<file path="config.mk">
export PLATFORM = sky130hd
export DESIGN_NAME = keypad_entry_ctrl
export DESIGN_NICKNAME = d
export VERILOG_FILES = /design/src/rtl/keypad_pkg.sv /design/src/rtl/keypad_entry_ctrl_debounce_timer.sv /design/src/rtl/keypad_entry_ctrl.sv
export SDC_FILE = /design/constraint.sdc
export NUM_CORES = 1
export LEC_CHECK = 0
export BUFFER_PORTS_ARGS = -buffer_cell sky130_fd_sc_hd__buf_4
export CAP_MARGIN = 20
export CORE_MARGIN = 5
export CORE_UTILIZATION = 45
export DETAILED_ROUTE_END_ITERATION = 10
export GPL_TIMING_DRIVEN = 1
export SYNTH_ARGS = -nofsm -noshare
export SYNTH_HDL_FRONTEND = slang
export SYNTH_HIERARCHICAL = 1
export SYNTH_SLANG_ARGS = --single-unit
</file>
<file path="constraint.sdc">
create_clock -name clk -period 3.86 [get_ports clk]
set_clock_uncertainty 0.2 [all_clocks]
set_input_delay 0.772 -clock clk [delete_from_list [all_inputs] [get_ports clk]]
set_output_delay 0.772 -clock clk [all_outputs]
set_load 0.01 [all_outputs]
</file>
<file path="src/rtl/keypad_pkg.sv">
// Shared types and helpers for the keypad entry controller: the FSM state
// encoding, keypad geometry, one-hot helpers and the row/column to hex key map.
package keypad_pkg;

  localparam int KEY_ROWS = 4;
  localparam int KEY_COLS = 4;

  typedef enum logic [1:0] {
    IDLE       = 2'd0,
    DB_PRESS   = 2'd1,
    HELD       = 2'd2,
    DB_RELEASE = 2'd3
  } kp_state_t;

  // True when exactly one bit of a 4-bit line group is set.
  function automatic logic is_onehot4(input logic [3:0] oh);
    return (oh != 4'b0000) && ((oh & (oh - 4'd1)) == 4'b0000);
  endfunction

  // Index of the set bit of a one-hot 4-bit group; 0 for anything else.
  function automatic logic [1:0] oh_to_idx(input logic [3:0] oh);
    logic [1:0] idx;
    case (oh)
      4'b0001: idx = 2'd0;
      4'b0010: idx = 2'd1;
      4'b0100: idx = 2'd2;
      4'b1000: idx = 2'd3;
      default: idx = 2'd0;
    endcase
    return idx;
  endfunction

  // Hex code printed on the key at (row, col) of the 4x4 pad:
  //   r0 = 1 2 3 A, r1 = 4 5 6 B, r2 = 7 8 9 C, r3 = E 0 F D
  function automatic logic [3:0] key_map(input logic [3:0] row_oh, input logic [3:0] col_oh);
    logic [3:0] pos;
    logic [3:0] code;
    pos = {oh_to_idx(row_oh), oh_to_idx(col_oh)};
    case (pos)
      4'h0:    code = 4'h1;
      4'h1:    code = 4'h2;
      4'h2:    code = 4'h3;
      4'h3:    code = 4'hA;
      4'h4:    code = 4'h4;
      4'h5:    code = 4'h5;
      4'h6:    code = 4'h6;
      4'h7:    code = 4'hB;
      4'h8:    code = 4'h7;
      4'h9:    code = 4'h8;
      4'hA:    code = 4'h9;
      4'hB:    code = 4'hC;
      4'hC:    code = 4'hE;
      4'hD:    code = 4'h0;
      4'hE:    code = 4'hF;
      4'hF:    code = 4'hD;
      default: code = 4'h0;
    endcase
    return code;
  endfunction

endpackage

</file>
<file path="src/rtl/keypad_entry_ctrl_debounce_timer.sv">
// Saturating stability counter shared by press and release debouncing.
// done_o flags that the counter sits at DEBOUNCE_CYCLES-1; it never goes past it.
module debounce_timer #(
  parameter int DEBOUNCE_CYCLES = 50000,
  parameter int CNT_W           = $clog2(DEBOUNCE_CYCLES + 1)
) (
  input  logic clk,
  input  logic nrst,
  input  logic clear_i,
  input  logic enable_i,
  output logic done_o
);

  localparam logic [CNT_W-1:0] LAST = CNT_W'(DEBOUNCE_CYCLES - 1);

  logic [CNT_W-1:0] cnt_q;
  logic [CNT_W-1:0] cnt_d;

  // Next count: clear wins, otherwise count up while enabled and not yet at the top.
  always_comb begin
    cnt_d = cnt_q;
    if (clear_i) begin
      cnt_d = '0;
    end else if (enable_i && (cnt_q != LAST)) begin
      cnt_d = cnt_q + CNT_W'(1);
    end else begin
      cnt_d = cnt_q;
    end
  end

  // Counter register with synchronous active-low reset.
  always_ff @(posedge clk) begin
    if (!nrst) begin
      cnt_q <= '0;
    end else begin
      cnt_q <= cnt_d;
    end
  end

  assign done_o = (cnt_q == LAST);

endmodule

</file>
<file path="src/rtl/keypad_entry_ctrl.sv">
// Keypad entry controller: turns raw row/column activity from the column
// scanner into debounced single key events and keeps a two-digit history.
module keypad_entry_ctrl
  import keypad_pkg::*;
#(
  parameter int DEBOUNCE_CYCLES = 50000,
  parameter int CNT_W           = $clog2(DEBOUNCE_CYCLES + 1)
) (
  input  logic       clk,
  input  logic       nrst,
  input  logic [3:0] row_d_i,
  input  logic [3:0] col_dec_i,
  output logic       key_valid_o,
  output logic [3:0] key_code_o,
  output logic       key_held_o,
  output logic [3:0] digit_new_o,
  output logic [3:0] digit_old_o
);

  kp_state_t  state_q;
  kp_state_t  state_d;
  logic [3:0] cand_row_q;
  logic [3:0] cand_row_d;
  logic [3:0] cand_col_q;
  logic [3:0] cand_col_d;
  logic       key_valid_q;
  logic       key_valid_d;
  logic [3:0] key_code_q;
  logic [3:0] key_code_d;
  logic       key_held_q;
  logic       key_held_d;
  logic [3:0] digit_new_q;
  logic [3:0] digit_new_d;
  logic [3:0] digit_old_q;
  logic [3:0] digit_old_d;

  logic       sample_valid_s;
  logic       sample_match_s;
  logic       tmr_clear_s;
  logic       tmr_en_s;
  logic       tmr_done_s;
  logic       accept_s;
  logic [3:0] cand_code_s;

  assign sample_valid_s = is_onehot4(row_d_i) && is_onehot4(col_dec_i);
  assign sample_match_s = (row_d_i == cand_row_q) && (col_dec_i == cand_col_q);
  assign cand_code_s    = key_map(cand_row_q, cand_col_q);

  debounce_timer #(
    .DEBOUNCE_CYCLES(DEBOUNCE_CYCLES),
    .CNT_W          (CNT_W)
  ) u_timer (
    .clk     (clk),
    .nrst    (nrst),
    .clear_i (tmr_clear_s),
    .enable_i(tmr_en_s),
    .done_o  (tmr_done_s)
  );

  // Next-state, candidate capture and timer control for the press/hold/release sequence.
  always_comb begin
    state_d     = state_q;
    cand_row_d  = cand_row_q;
    cand_col_d  = cand_col_q;
    tmr_clear_s = 1'b0;
    tmr_en_s    = 1'b0;
    accept_s    = 1'b0;
    case (state_q)
      IDLE: begin
        tmr_clear_s = 1'b1;
        if (sample_valid_s) begin
          cand_row_d = row_d_i;
          cand_col_d = col_dec_i;
          state_d    = DB_PRESS;
        end else begin
          state_d    = IDLE;
        end
      end
      DB_PRESS: begin
        if (sample_match_s) begin
          if (tmr_done_s) begin
            accept_s    = 1'b1;
            tmr_clear_s = 1'b1;
            state_d     = HELD;
          end else begin
            tmr_en_s    = 1'b1;
          end
        end else begin
          // Bounce, column change or extra row: drop the candidate silently.
          tmr_clear_s = 1'b1;
          state_d     = IDLE;
        end
      end
      HELD: begin
        tmr_clear_s = 1'b1;
        if (row_d_i == 4'b0000) begin
          state_d = DB_RELEASE;
        end else begin
          // Candidate row still down, or only other keys: no rollover, keep holding.
          state_d = HELD;
        end
      end
      DB_RELEASE: begin
        if (row_d_i == 4'b0000) begin
          if (tmr_done_s) begin
            tmr_clear_s = 1'b1;
            state_d     = IDLE;
          end else begin
            tmr_en_s    = 1'b1;
          end
        end else begin
          // Any activity during release is a bounce of the held key.
          tmr_clear_s = 1'b1;
          state_d     = HELD;
        end
      end
      default: begin
        tmr_clear_s = 1'b1;
        state_d     = IDLE;
      end
    endcase
  end

  // Next values of the registered outputs and the digit history.
  always_comb begin
    key_valid_d = accept_s;
    key_code_d  = key_code_q;
    digit_new_d = digit_new_q;
    digit_old_d = digit_old_q;
    key_held_d  = (state_d == HELD) || (state_d == DB_RELEASE);
    if (accept_s) begin
      key_code_d  = cand_code_s;
      digit_new_d = cand_code_s;
      digit_old_d = digit_new_q;
    end else begin
      key_code_d  = key_code_q;
      digit_new_d = digit_new_q;
      digit_old_d = digit_old_q;
    end
  end

  // State, candidate and output registers with synchronous active-low reset.
  always_ff @(posedge clk) begin
    if (!nrst) begin
      state_q     <= IDLE;
      cand_row_q  <= 4'b0000;
      cand_col_q  <= 4'b0000;
      key_valid_q <= 1'b0;
      key_code_q  <= 4'h0;
      key_held_q  <= 1'b0;
      digit_new_q <= 4'h0;
      digit_old_q <= 4'h0;
    end else begin
      state_q     <= state_d;
      cand_row_q  <= cand_row_d;
      cand_col_q  <= cand_col_d;
      key_valid_q <= key_valid_d;
      key_code_q  <= key_code_d;
      key_held_q  <= key_held_d;
      digit_new_q <= digit_new_d;
      digit_old_q <= digit_old_d;
    end
  end

  assign key_valid_o = key_valid_q;
  assign key_code_o  = key_code_q;
  assign key_held_o  = key_held_q;
  assign digit_new_o = digit_new_q;
  assign digit_old_o = digit_old_q;

endmodule

</file>
==> results.py <==
metrics = {
    "layout": {
        "drive_gt1_share_pct": 18.8,
        "diodes": 0,
        "final_cell_area_mm2": 0.00229,
        "nFillCells": 410,
        "finalNetCount": 266,
        "fin_util_pct": 52.9,
        "area_growth_pct": 15.2,
    },
    "sta": {
        "relSlewSlack_pct": 44.0,
        "setup_viol": 0,
        "rsz0062_at_grt": "no",
        "period_share_pct": 86.0,
        "worst_slew_pin_slew_ns": 0.834,
        "fin_crit_ns": 3.32,
        "finalHoldViolCount": 0,
        "fmax_ghz": 0.301,
        "slew_violations": 0,
        "whs_ns": 0.284,
        "setup_tns_ns": 0,
    },
    "pwr": {
        "worst_ir_drop_vdd_mv": 0.137,
        "totalPowerFinal_uw": 754,
        "p_per_area_mw_per_mm2": 329,
        "p_leak_uw": 0.000752,
    },
    "placement": {
        "hpwl_um": 2930,
        "place_area_mm2": 0.00219,
        "routabilityCongestion": 0.768,
        "portBuffers": 23,
    },
    "critical_path": {
        "cp_max_fo": 5,
        "crit_start": "col_dec_i[0]",
        "cp.arrival_ns": 3.33,
        "rr_worst_depth": 9,
        "cp_num_buf_inv": 1,
        "crit_family": "simple AND/OR/NAND/NOR gates",
        "crit_chain": "buf_4 > xor2_1 > or2_2 > or3_1 > and2_1 > nor3b_1 > nand4_1 > or4_4 > or3_1 > a21oi_1",
        "cp_slowest_cell": "or4_4",
        "reg2reg_from": "cand_col_q[2]",
        "critPathLaunchType": "primary input",
        "critPathMaxStageDelay_ns": 0.44,
        "cpMostUsedCell": "or3_1",
        "path_class": "primary input to flop",
        "cp.required_ns": 3.87,
        "critPathCaptureType": "flop",
        "crit_cells": 10,
    },
    "yosys": {
        "yosys_warnings": 6,
        "synth_fp_nets": 243,
        "yosys-top-cells-count": "dfxtp_1 (35), nand2_1 (21), o21ai_0 (19), nand3_1 (16), xnor2_1 (16)",
        "synth_seq_cells": 35,
        "yosysMostFrequentCell": "dfxtp_1",
        "yosysTopAreaCell": "dfxtp_1",
        "async_reset_ff_share_pct": 0,
        "seq_area_frac_synth_pct": 35.3,
        "synth_top_area_share_pct": 35.3,
        "syn_area_per_cell_um2": 8.75,
        "ys.flop_type": "dfxtp_1",
        "synth_edf_count": 0,
        "syn_area_mm2": 0.00199,
        "syn-instance-count": 227,
        "synthTopCellsByArea": "dfxtp_1 (35%), xnor2_1 (7.1%), o21ai_0 (4.8%)",
        "synth.distinct_cells": 50,
    },
    "route": {
        "num_vias": 1652,
        "drcViolationCount": 0,
        "ant_nets": 0,
        "dr.pass1.iters": 4,
        "routedWlPerCell_um": 13.2,
        "drtIter0Drc": 58,
        "avgViaCountPerCell": 5.47,
        "wirelength_um": 3980,
    },
    "cts": {
        "insertion_delay_ns": 0.28,
        "cts.clk_slew.worst_paths_ns": 0.07,
        "cts_tree": "yes",
        "h-tree-depth": 2,
        "cts_resized": 0,
        "cts_setup_buffers": 0,
        "clk_root_buffer_cell": "clkbuf_8",
        "numCtsBuffers": 5,
        "hold_buffers": 0,
        "cts_buffer_depth": 2,
        "clock_sinks": 35,
    },
    "min_path": {
        "holdCritPathClass": "flop to flop",
        "worstHoldStart": "u_timer/cnt_q[15]",
        "worstHoldPathCells": 2,
    },
    "die": {
        "die_height_um": 76.5,
        "die_area_mm2": 0.00584,
        "design.core.area_mm2": 0.00432,
        "initial_core_util_pct": 45.9,
        "die_w_um": 76.5,
        "io_pins": 24,
        "num_rows": 24,
    },
    "global_routing": {
        "grt_pass1_wl_um": 6810,
        "grt_pass1_vias": 1415,
        "grtUsageTotal_pct": 13.9,
        "grt_max_degree": 33,
        "gr-total-overflow": 0,
        "grt_antenna_before_repair": 0,
    },
    "run": {
        "drv_cap": 0,
    },
    "outcome": {
        "outcome": "finished clean",
    },
}
## kinds of logic after synthesis
kind of cell / Yosys count / share of synthesized area (%)
AO/OA/AOI/OAI: 44 / 14.9
adder cells (fa/ha/maj): 6 / 3.78
buffers and inverters: 17 / 4.41
flip-flops: 35 / 35.3
XOR/XNOR: 20 / 8.82
multiplexers: 6 / 3.84
AND/OR/NAND/NOR: 99 / 29.0
## where the power goes
part	internal (µW)	switching, µW
clock	189	126
sequential	365	5.29
combinational	30.7	37.2
## worst min-delay path: cells and delay by family, from the launching register on
family	cells	cell delay (ns)
DFF	1	0.32
AOI/OAI and AO/OA	2	0.13
## routing by layer
| metal | up-vias | global-route usage, % | routed length [µm] |
|---|---|---|---|
| li1 | 859 | - | - |
| met1 | 757 | 19.9 | 2020 |
| met2 | 30 | 19.1 | 1680 |
| met3 | 6 | 5.20 | 223 |
| met4 | 0 | 4.20 | 54 |
| met5 | - | 0 | 0 |
## final timing paths
check	to	slack [ns]
worst min-delay path	u_timer/cnt_q[15]	0.28
worst max register to register	u_timer/cnt_q[15]	0.77
worst max-delay path	u_timer/cnt_q[15]	0.54
worst min register to register	u_timer/cnt_q[15]	0.28
## cells in the final DEF (no fill, tap or decap), drive strengths merged, types with 5 or more instances in the layout
cell type / Yosys / final
or3: 14 / 14
nor2b: 6 / 6
a21oi: 10 / 10
nand3: 17 / 17
o21ai: 20 / 20
mux2i: 5 / 5
dfxtp: 35 / 35
nand2: 21 / 21
clkbuf: 4 / 6
buf: 6 / 26
nor2: 9 / 9
nand4: 6 / 6
inv: 7 / 7
ha: 6 / 6
xnor2: 16 / 16
nor3: 7 / 7
## state kept, by name, indices dropped and copies added, names as in the netlist
register	flops
digit_new_o	4
digit_old_o	4
cand_row_q	4
cand_col_q	4
state_q	2
key_valid_o	1
u_timer/cnt_q	16
## stage by stage
step | setup WS (ns) | cells
6_report | 0.539 | 302
5_1_grt | 0.349 | 302
4_1_cts | 0.520 | 302
3_5_place_dp | 0.242 | 295
3_3_place_gp | 0.283 | 295
2_1_floorplan | 0.250 | 227
## area by class of cell
class	instances	area (µm²)	share of cell area [%]
clock inverters	1	30.0	1.31
multi-input cells	175	1200	52.4
clock buffers	6	72.6	3.17
inverters	7	26.3	1.15
repair buffers	26	195	8.53
flip-flops and latches	35	701	30.6
well taps	52	65.1	2.84
Power figures use the tool's default switching activity.
